===== src/rtl/conv_a2_unit_controller.sv =====
// conv_a2_unit_controller: pass sequencer for one ConvA2 unit; define CONV_A2_CTRL_STALL_EN to add a stall input
module conv_a2_unit_controller #(
   parameter int IFM_SIZE          = 14,
   parameter int IFM_DEPTH         = 6,
   parameter int KERNAL_SIZE       = 5,
   parameter int NUMBER_OF_FILTERS = 16,
   parameter int NUMBER_OF_UNITS   = 3,
   parameter int CONV_LATENCY      = 3,
   parameter int ADDRESS_BITS      = 15,
   localparam int FILT_BITS        = $clog2(NUMBER_OF_FILTERS)
) (
   input  logic                    clk,
   input  logic                    reset,
`ifdef CONV_A2_CTRL_STALL_EN
   input  logic                    stall,
`endif
   input  logic                    start,
   output logic                    busy,
   output logic                    done,
   output logic                    wm_enable_read,
   output logic [ADDRESS_BITS-1:0] wm_address,
   output logic                    wm_fifo_enable,
   output logic                    ifm_read_enable,
   output logic [ADDRESS_BITS-1:0] ifm_address,
   output logic                    fifo_enable,
   output logic                    conv_enable,
   output logic                    out_valid,
   output logic [ADDRESS_BITS-1:0] out_address,
   output logic [FILT_BITS-1:0]    out_filter,
   output logic                    out_accumulate
);
   localparam int CH_PER_UNIT = IFM_DEPTH / NUMBER_OF_UNITS;
   localparam int NUM_PIX     = IFM_SIZE * IFM_SIZE;
   localparam int NUM_W       = KERNAL_SIZE * KERNAL_SIZE;
   localparam int DRAIN_LEN   = 2 + CONV_LATENCY;
   localparam int K_BITS      = $clog2(NUM_W);
   localparam int T_BITS      = $clog2(NUM_PIX);
   localparam int RC_BITS     = $clog2(IFM_SIZE);
   localparam int CH_BITS     = CH_PER_UNIT > 1 ? $clog2(CH_PER_UNIT) : 1;
   localparam int D_BITS      = $clog2(DRAIN_LEN);

   typedef enum logic [2:0] {IDLE, LOAD_W, W_FLUSH, STREAM, DRAIN, DONE} state_t;

   state_t                  state_q, state_d;
   logic [FILT_BITS-1:0]    f_q, f_d;
   logic [CH_BITS-1:0]      ch_q, ch_d;
   logic [K_BITS-1:0]       k_q, k_d;
   logic [T_BITS-1:0]       t_q, t_d;
   logic [RC_BITS-1:0]      r_q, r_d, c_q, c_d;
   logic [D_BITS-1:0]       dr_q, dr_d;
   logic                    wm_fifo_enable_q, wm_fifo_enable_d;
   logic                    fifo_enable_q, fifo_enable_d;
   logic [1:0]              win_q, win_d;
   logic [CONV_LATENCY-1:0] vld_q, vld_d;
   logic [ADDRESS_BITS-1:0] oa_q, oa_d;
   logic                    stl, window;
   logic                    k_last, t_last, c_last, dr_last, ch_last, f_last;

`ifdef CONV_A2_CTRL_STALL_EN
   assign stl = stall;
`else
   assign stl = 1'b0;
`endif

   assign k_last  = k_q == K_BITS'(NUM_W - 1);
   assign t_last  = t_q == T_BITS'(NUM_PIX - 1);
   assign c_last  = c_q == RC_BITS'(IFM_SIZE - 1);
   assign dr_last = dr_q == D_BITS'(DRAIN_LEN - 1);
   assign ch_last = ch_q == CH_BITS'(CH_PER_UNIT - 1);
   assign f_last  = f_q == FILT_BITS'(NUMBER_OF_FILTERS - 1);

   assign busy            = state_q != IDLE;
   assign done            = state_q == DONE;
   assign wm_enable_read  = state_q == LOAD_W && !stl;
   assign ifm_read_enable = state_q == STREAM && !stl;
   assign wm_address      = ADDRESS_BITS'((32'(f_q) * CH_PER_UNIT + 32'(ch_q)) * NUM_W + 32'(k_q));
   assign ifm_address     = ADDRESS_BITS'(32'(ch_q) * NUM_PIX + 32'(t_q));
   // a window is complete once KERNAL_SIZE-1 fresh rows and columns have streamed in
   assign window          = ifm_read_enable && r_q >= RC_BITS'(KERNAL_SIZE - 1) && c_q >= RC_BITS'(KERNAL_SIZE - 1);
   assign wm_fifo_enable  = wm_fifo_enable_q;
   assign fifo_enable     = fifo_enable_q;
   assign conv_enable     = win_q[1];
   assign out_valid       = vld_q[CONV_LATENCY-1];
   assign out_address     = oa_q;
   // f and ch only change at the end of DRAIN, after the last output of the pass
   assign out_filter      = f_q;
   assign out_accumulate  = ch_q != '0;

   // pass sequencing: next state and loop counters
   always_comb begin
      state_d = state_q;
      f_d     = f_q;
      ch_d    = ch_q;
      k_d     = k_q;
      t_d     = t_q;
      r_d     = r_q;
      c_d     = c_q;
      dr_d    = dr_q;
      case (state_q)
         IDLE: if (start) begin
            state_d = LOAD_W;
            f_d     = '0;
            ch_d    = '0;
            k_d     = '0;
         end
         LOAD_W: if (!stl) begin
            k_d     = k_last ? '0 : k_q + 1'b1;
            state_d = k_last ? W_FLUSH : LOAD_W;
         end
         W_FLUSH: begin
            state_d = STREAM;
            t_d     = '0;
            r_d     = '0;
            c_d     = '0;
         end
         STREAM: if (!stl) begin
            t_d     = t_q + 1'b1;
            c_d     = c_last ? '0 : c_q + 1'b1;
            r_d     = c_last ? r_q + 1'b1 : r_q;
            state_d = t_last ? DRAIN : STREAM;
            dr_d    = '0;
         end
         DRAIN: begin
            dr_d = dr_q + 1'b1;
            if (dr_last) begin
               k_d     = '0;
               state_d = ch_last && f_last ? DONE : LOAD_W;
               ch_d    = ch_last ? '0 : ch_q + 1'b1;
               f_d     = ch_last && !f_last ? f_q + 1'b1 : f_q;
            end
         end
         DONE: begin
            state_d = IDLE;
            f_d     = '0;
            ch_d    = '0;
         end
         default: state_d = IDLE;
      endcase
   end

   // delay pipelines: FIFO pushes, window enable and output tag counter
   always_comb begin
      wm_fifo_enable_d = wm_enable_read;
      fifo_enable_d    = ifm_read_enable;
      win_d            = {win_q[0], window};
      vld_d            = (vld_q << 1) | CONV_LATENCY'(conv_enable);
      oa_d             = state_q == LOAD_W ? '0 : oa_q + ADDRESS_BITS'(out_valid);
   end

   // state and pipeline registers, cleared asynchronously so nothing stale leaks after reset
   always_ff @(posedge clk or posedge reset) begin
      if (reset) begin
         state_q          <= IDLE;
         f_q              <= '0;
         ch_q             <= '0;
         k_q              <= '0;
         t_q              <= '0;
         r_q              <= '0;
         c_q              <= '0;
         dr_q             <= '0;
         wm_fifo_enable_q <= 1'b0;
         fifo_enable_q    <= 1'b0;
         win_q            <= '0;
         vld_q            <= '0;
         oa_q             <= '0;
      end else begin
         state_q          <= state_d;
         f_q              <= f_d;
         ch_q             <= ch_d;
         k_q              <= k_d;
         t_q              <= t_d;
         r_q              <= r_d;
         c_q              <= c_d;
         dr_q             <= dr_d;
         wm_fifo_enable_q <= wm_fifo_enable_d;
         fifo_enable_q    <= fifo_enable_d;
         win_q            <= win_d;
         vld_q            <= vld_d;
         oa_q             <= oa_d;
      end
   end
endmodule


===== config.mk =====
export PLATFORM = sky130hd
export DESIGN_NAME = conv_a2_unit_controller
export DESIGN_NICKNAME = d
export VERILOG_FILES = /design/src/rtl/conv_a2_unit_controller.sv
export SDC_FILE = /design/constraint.sdc
export NUM_CORES = 1
export LEC_CHECK = 0
export ABC_CLOCK_PERIOD_IN_PS = 8850
export CAP_MARGIN = 20
export CORE_MARGIN = 3
export CORE_UTILIZATION = 50
export DETAILED_ROUTE_END_ITERATION = 8
export GPL_TIMING_DRIVEN = 0
export HOLD_SLACK_MARGIN = 0.08
export PLACE_DENSITY = 0.8
export SETUP_SLACK_MARGIN = 0.4
export SYNTH_ARGS = -nofsm -noshare
export SYNTH_HDL_FRONTEND = slang
export SYNTH_SLANG_ARGS = --single-unit

===== constraint.sdc =====
create_clock -name clk -period 8.85 [get_ports clk]
set_clock_uncertainty 0.1 [all_clocks]
set_input_delay 1.3275 -clock clk [delete_from_list [all_inputs] [get_ports clk]]
set_output_delay 1.3275 -clock clk [all_outputs]
set_load 0.005 [all_outputs]

After elaboration in Yosys (flattened, before gate mapping)
Cells that the tools add are included.
{ "totals": {"reg_bits": 54, "input_bits": 3, "output_inout_bits": 58, "elab_cells": 84} }
{ "classes": {"addsub": 11, "multipliers": 2, "order_cmp": 2, "n_eq_ne": 14, "mux": 25, "bitwise": 1, "reduce_logical": 16} }
{ "op_table": {"columns": ["cell", "count"], "rows": [
  ["$mux 4", 5],
  ["$pmux 4 s2", 2],
  ["$pmux 8 s2", 1],
  ["$add 15x1->15", 1],
  ["$mux 15", 1],
  ["$mux 5", 3],
  ["$pmux 3 s5", 1],
  ["$pmux 5 s3", 1],
  ["$add 11x5->12", 1],
  ["$add 4x1->4 const B", 3],
  ["$mux 3", 4],
  ["$pmux 4 s3", 1],
  ["$mul 6x5->11 const B", 1],
  ["$add 9x8->10", 1],
  ["$eq 3x3->1 const B", 3],
  ["$reduce_bool 3->1", 3],
  ["$add 8x1->8 const B", 1],
  ["$eq 4x4->1 const B", 2],
  ["$eq 8x8->1 const B", 1],
  ["$ge 4x3->1 const B", 2],
  ["$mul 1x6->7 const B", 1],
  ["$add 5x1->6", 1],
  ["$eq 3x2->1 const B", 2],
  ["$ne 2x2->1 const B", 3],
  ["other kinds (18)", 26]
]} }

Depth between registers and ports, before layout
{ "depth": {"word_depth": 6, "mapped_depth": 11, "depth_no_buf": 11} }

Least setup slack after synthesis
No wires, ideal clock.
{ "synth_path": {"path_kind": "reg2out", "start": "register f_q[0] (netlist: out_filter[0])", "end": "output port wm_address[9]", "t_arrival_ns": 3.089, "setup_slack_ns": 4.334, "path_stages_with_launch": 12, "path_cell_list": "dfrtp_1 > ha_1 > ha_1 > inv_1 > fa_1 > inv_1 > ha_1 > and3_1 > a221o_1 > or4_1 > o311a_1 > xor2_1"} }
{ "synth_between": {"elab_chain_cells": 3} }
{ "synth_lines": {"columns": ["item", "line", "text"], "rows": [
  ["start: declaration", "45", "logic [FILT_BITS-1:0] f_q, f_d;"],
  ["start signal: assignment", "154", "f_q <= '0;"],
  ["start signal: assignment", "168", "f_q <= f_d;"],
  ["$add 5x1->6", "76", "assign wm_address = ADDRESS_BITS'((32'(f_q) * CH_PER_UNIT + 32'(ch_q)) * NUM_W + 32'(k_q));"],
  ["$mul 6x5->11", "76", null],
  ["$add 11x5->12", "76", null],
  ["end: declaration", "21", "output logic [ADDRESS_BITS-1:0] wm_address,"]
]} }
No other way between the ends.

Worst setup path after layout
{ "layout_path": {"start": "register ch_q (netlist: out_accumulate)", "end": "output port wm_address[9]"} }
{ "layout_between": {"elab_chain_cells": 3} }
{ "layout_lines": {"columns": ["item", "line", "text"], "rows": [
  ["start: declaration", "46", "logic [CH_BITS-1:0] ch_q, ch_d;"],
  ["start signal: assignment", "169", "ch_q <= ch_d;"],
  ["$add 5x1->6", "76", null],
  ["$mul 6x5->11", "76", null],
  ["$add 11x5->12", "76", null]
]} }
No other way between the ends.

==> flow_summary.json <==
{
  "cts_resized": 0,
  "path_delay_family": "adder cells",
  "end_kind": "output port",
  "netlist.area_leader.share_pct": 39.2,
  "grtUsageMet2_pct": 33.7,
  "setup_violations": 0,
  "grt_first_pass_wirelength_um": 12100,
  "drv_slew": 0,
  "ys_seq_area_share_pct": 39.2,
  "power_mw": 0.431,
  "yosys-top-cells-area": "dfrtp_1 39%, ha_1 16%, nand2_1 4.2%",
  "seq_power_share_pct": 57.2,
  "synth.most_common_cell": "dfrtp_1",
  "grt_use_total_pct": 19.4,
  "die_w_um": 89.0,
  "cts_tree": "yes",
  "start_util_pct": 53.1,
  "synth_cell_type_count": 49,
  "power_density_nw_per_um2": 102,
  "p_leak_nw": 2.12,
  "async_flop_share_pct": 100,
  "pwr-share-clk_pct": 40.2,
  "layout-drive-gt1-share_pct": 7.73,
  "crit_buf_inv": 1,
  "hp-class": "reg2reg",
  "ant_nets": 0,
  "place.gp.congestion": 0.808,
  "grt_antenna_before_repair": 0,
  "num_vias": 2742,
  "setup_tns_ps": 0,
  "rsz0062_at_grt": "false",
  "avgViaCountPerCell": 5.44,
  "port_buffers": 50,
  "worst_ir_drop_vdd_mv": 0.122,
  "path_cells": "ha_1, ha_1, fa_1, ha_1, and3_1, a221o_1, or4_1, o311a_1, xor2_1, clkdlybuf4s50_1",
  "die_y_um": 89.0,
  "cts.htree.levels": 2,
  "required_ps": 7420,
  "cts_hold_buf": 0,
  "min_period_over_period_pct": 62.4,
  "drcViolationCount": 0,
  "met3_usage_pct": 3.13,
  "n_fill_cell": 537,
  "ys_warn_count": 0,
  "synth-edff-count": 0,
  "power.internal_mw": 0.337,
  "drt_iter0_drc": 125,
  "ys_seq_elements": 54,
  "syn2layout_area_growth_pct": 22.3,
  "outcome": "finished, final reports clean",
  "final_nets": 476,
  "period_minus_slack_ps": 5530,
  "busiest_layer": "met2",
  "grt_pass1_vias": 2660,
  "swShare_pct": 21.7,
  "crit_path_start_kind": "flop",
  "rows": 29,
  "cts_root_buf": "clkbuf_8",
  "avgSynthCellArea_um2": 9.60,
  "cts_inserted_buffers": 5,
  "synth_area_leader_cell": "dfrtp_1",
  "critPathMostFrequentCell": "ha_1",
  "dp_hpwl_um": 5320,
  "hold_violations": 0,
  "grt_overflow": 0,
  "clk_pin_slew_ps": 100,
  "postSynthCellCount": 359,
  "cpPeakStageDelay_ps": 630,
  "syn_area_um2": 3450,
  "grt_max_degree": 35,
  "path_class": "reg2out",
  "p_switching_mw": 0.0934,
  "timing.slew.headroom_pct": 53.6,
  "critPathMaxFanout": 11,
  "cp.arrival_ps": 4100,
  "maxCapViolCount": 0,
  "comb_power_share_pct": 2.6,
  "yosys-top-cells-count": "54 x dfrtp_1, 44 x ha_1, 39 x nand2_1",
  "ioPinCount": 61,
  "fmax_ghz": 0.181,
  "coreArea_um2": 6490,
  "yosys_most_used_dff": "dfrtp_1",
  "antennaDiodeCount": 0,
  "clk_latency_ps": 310,
  "wire_per_inst_um": 13.9,
  "firstDrtPassIters": 4,
  "die_area_um2": 7920,
  "max-clock-path-buffers": 2,
  "cp_slowest_cell": "dfrtp_1",
  "whs_ps": 265,
  "met1_usage_pct": 25.2,
  "worst_pin_slew_ps": 690,
  "cts_setup_buffers": 0,
  "clock-sinks": 54,
  "routed_wl_um": 7000
}
metrics by stage:
step | cells | setup WS (ps) | util, % | instance area [um2]
after floorplan | 368 | 4330 | - | 3480
after global placement | 495 | 3690 | 62.8 | 4080
after detailed placement | 496 | 3670 | 63.1 | 4100
after CTS | 504 | 3300 | 64.9 | 4210
after global routing | 504 | 3130 | 64.9 | 4210
final | 504 | 3320 | 64.9 | 4210
worst register-to-register path, stage by stage, from the launching register on:
cell and delay (ps):
dfrtp_1 420, ha_1 230, nand2b_1 100, or4_4 490
or3b_4 420, a221oi_2 230, o22ai_1 110
metal layers:
metal | share of wire (%) | wire (um)
met1 | 44 | 3100
met2 | 52 | 3600
met3 | 3.5 | 247
met4 | 0.63 | 44
met5 | 0 | 0
layout by cell type (no fill, tap or decap), drive strengths merged, types with 2 or more instances in the layout:
cell,instances
conb,10
a221o,2
buf,17
a31oi,4
o21ai,25
and4,3
xnor2,11
o22ai,6
nor3,5
or4,3
dfrtp,54
or3b,2
a21oi,8
and3,7
inv,24
nand2,39
nand4b,2
or2,2
nand3,13
a22o,3
or3,2
and2,2
ha,44
a21boi,2
nor3b,3
fa,3
nand4,4
clkbuf,12
nor2,23
clkdlybuf4s50,50
o31ai,3
nor2b,6
xor2,14
nand2b,4
a21o,6
sequential cells by signal, summed over array words and instances, names as in the netlist:
name / flops
out_filter: 4
r_q: 4
t_q: 8
state_q: 3
wm_fifo_enable: 1
dr_q: 3
out_accumulate: 1
win_q: 2
out_address: 15
k_q: 5
c_q: 4
fifo_enable: 1
vld_q: 3
kinds of logic after synthesis:
logic type                 after synthesis  share of synthesized area (%)
and+or+nand+nor                        120                           17.6
AOI/OAI and AO/OA                       66                           12.4
DFF                                     54                           39.2
adders and majority gates               47                           17.7
buffers and inverters                   46                           6.61
xor gates and xnor gates                25                           6.35
other                                    1                          0.109
final timing paths:
path                                start  depth (start not counted)  slack, ps              to
setup / recovery           out_accumulate                         10       3320   wm_address[9]
hold / removal                   win_q[0]                          0        270        win_q[1]
setup reg to reg                   t_q[0]                          6       6640      state_q[0]
hold reg to reg                  win_q[0]                          0        270        win_q[1]
max in group asynchronous           reset                          3       6870      state_q[0]
min in group asynchronous           reset                          2       1240  out_address[9]
power by group through the flow:
| stage | registers (mW) | logic [mW] | clock network (mW) |
|---|---|---|---|
| after CTS | 0.247 | 0.0115 | 0.177 |
| after global routing | 0.247 | 0.0130 | 0.187 |
| final | 0.247 | 0.0112 | 0.173 |
| after floorplan | 0.251 | 0.00774 | 0 |
| after detailed placement | 0.251 | 0.0115 | 0 |
| after global placement | 0.251 | 0.0102 | 0 |
final cells by class:
| type | count | area (um2) | area share, % |
|---|---|---|---|
| multi-input combinational | 268 | 1900 | 45.1 |
| sequential | 54 | 1350 | 32.1 |
| timing repair buffer | 51 | 520 | 12.4 |
| buffer | 23 | 141 | 3.36 |
| tap | 77 | 96.3 | 2.29 |
| inverter | 23 | 86.3 | 2.05 |
| clock buffer | 5 | 68.8 | 1.63 |
| clock inverter | 3 | 48.8 | 1.16 |
Note: power is estimated with default switching activity, not from simulation.
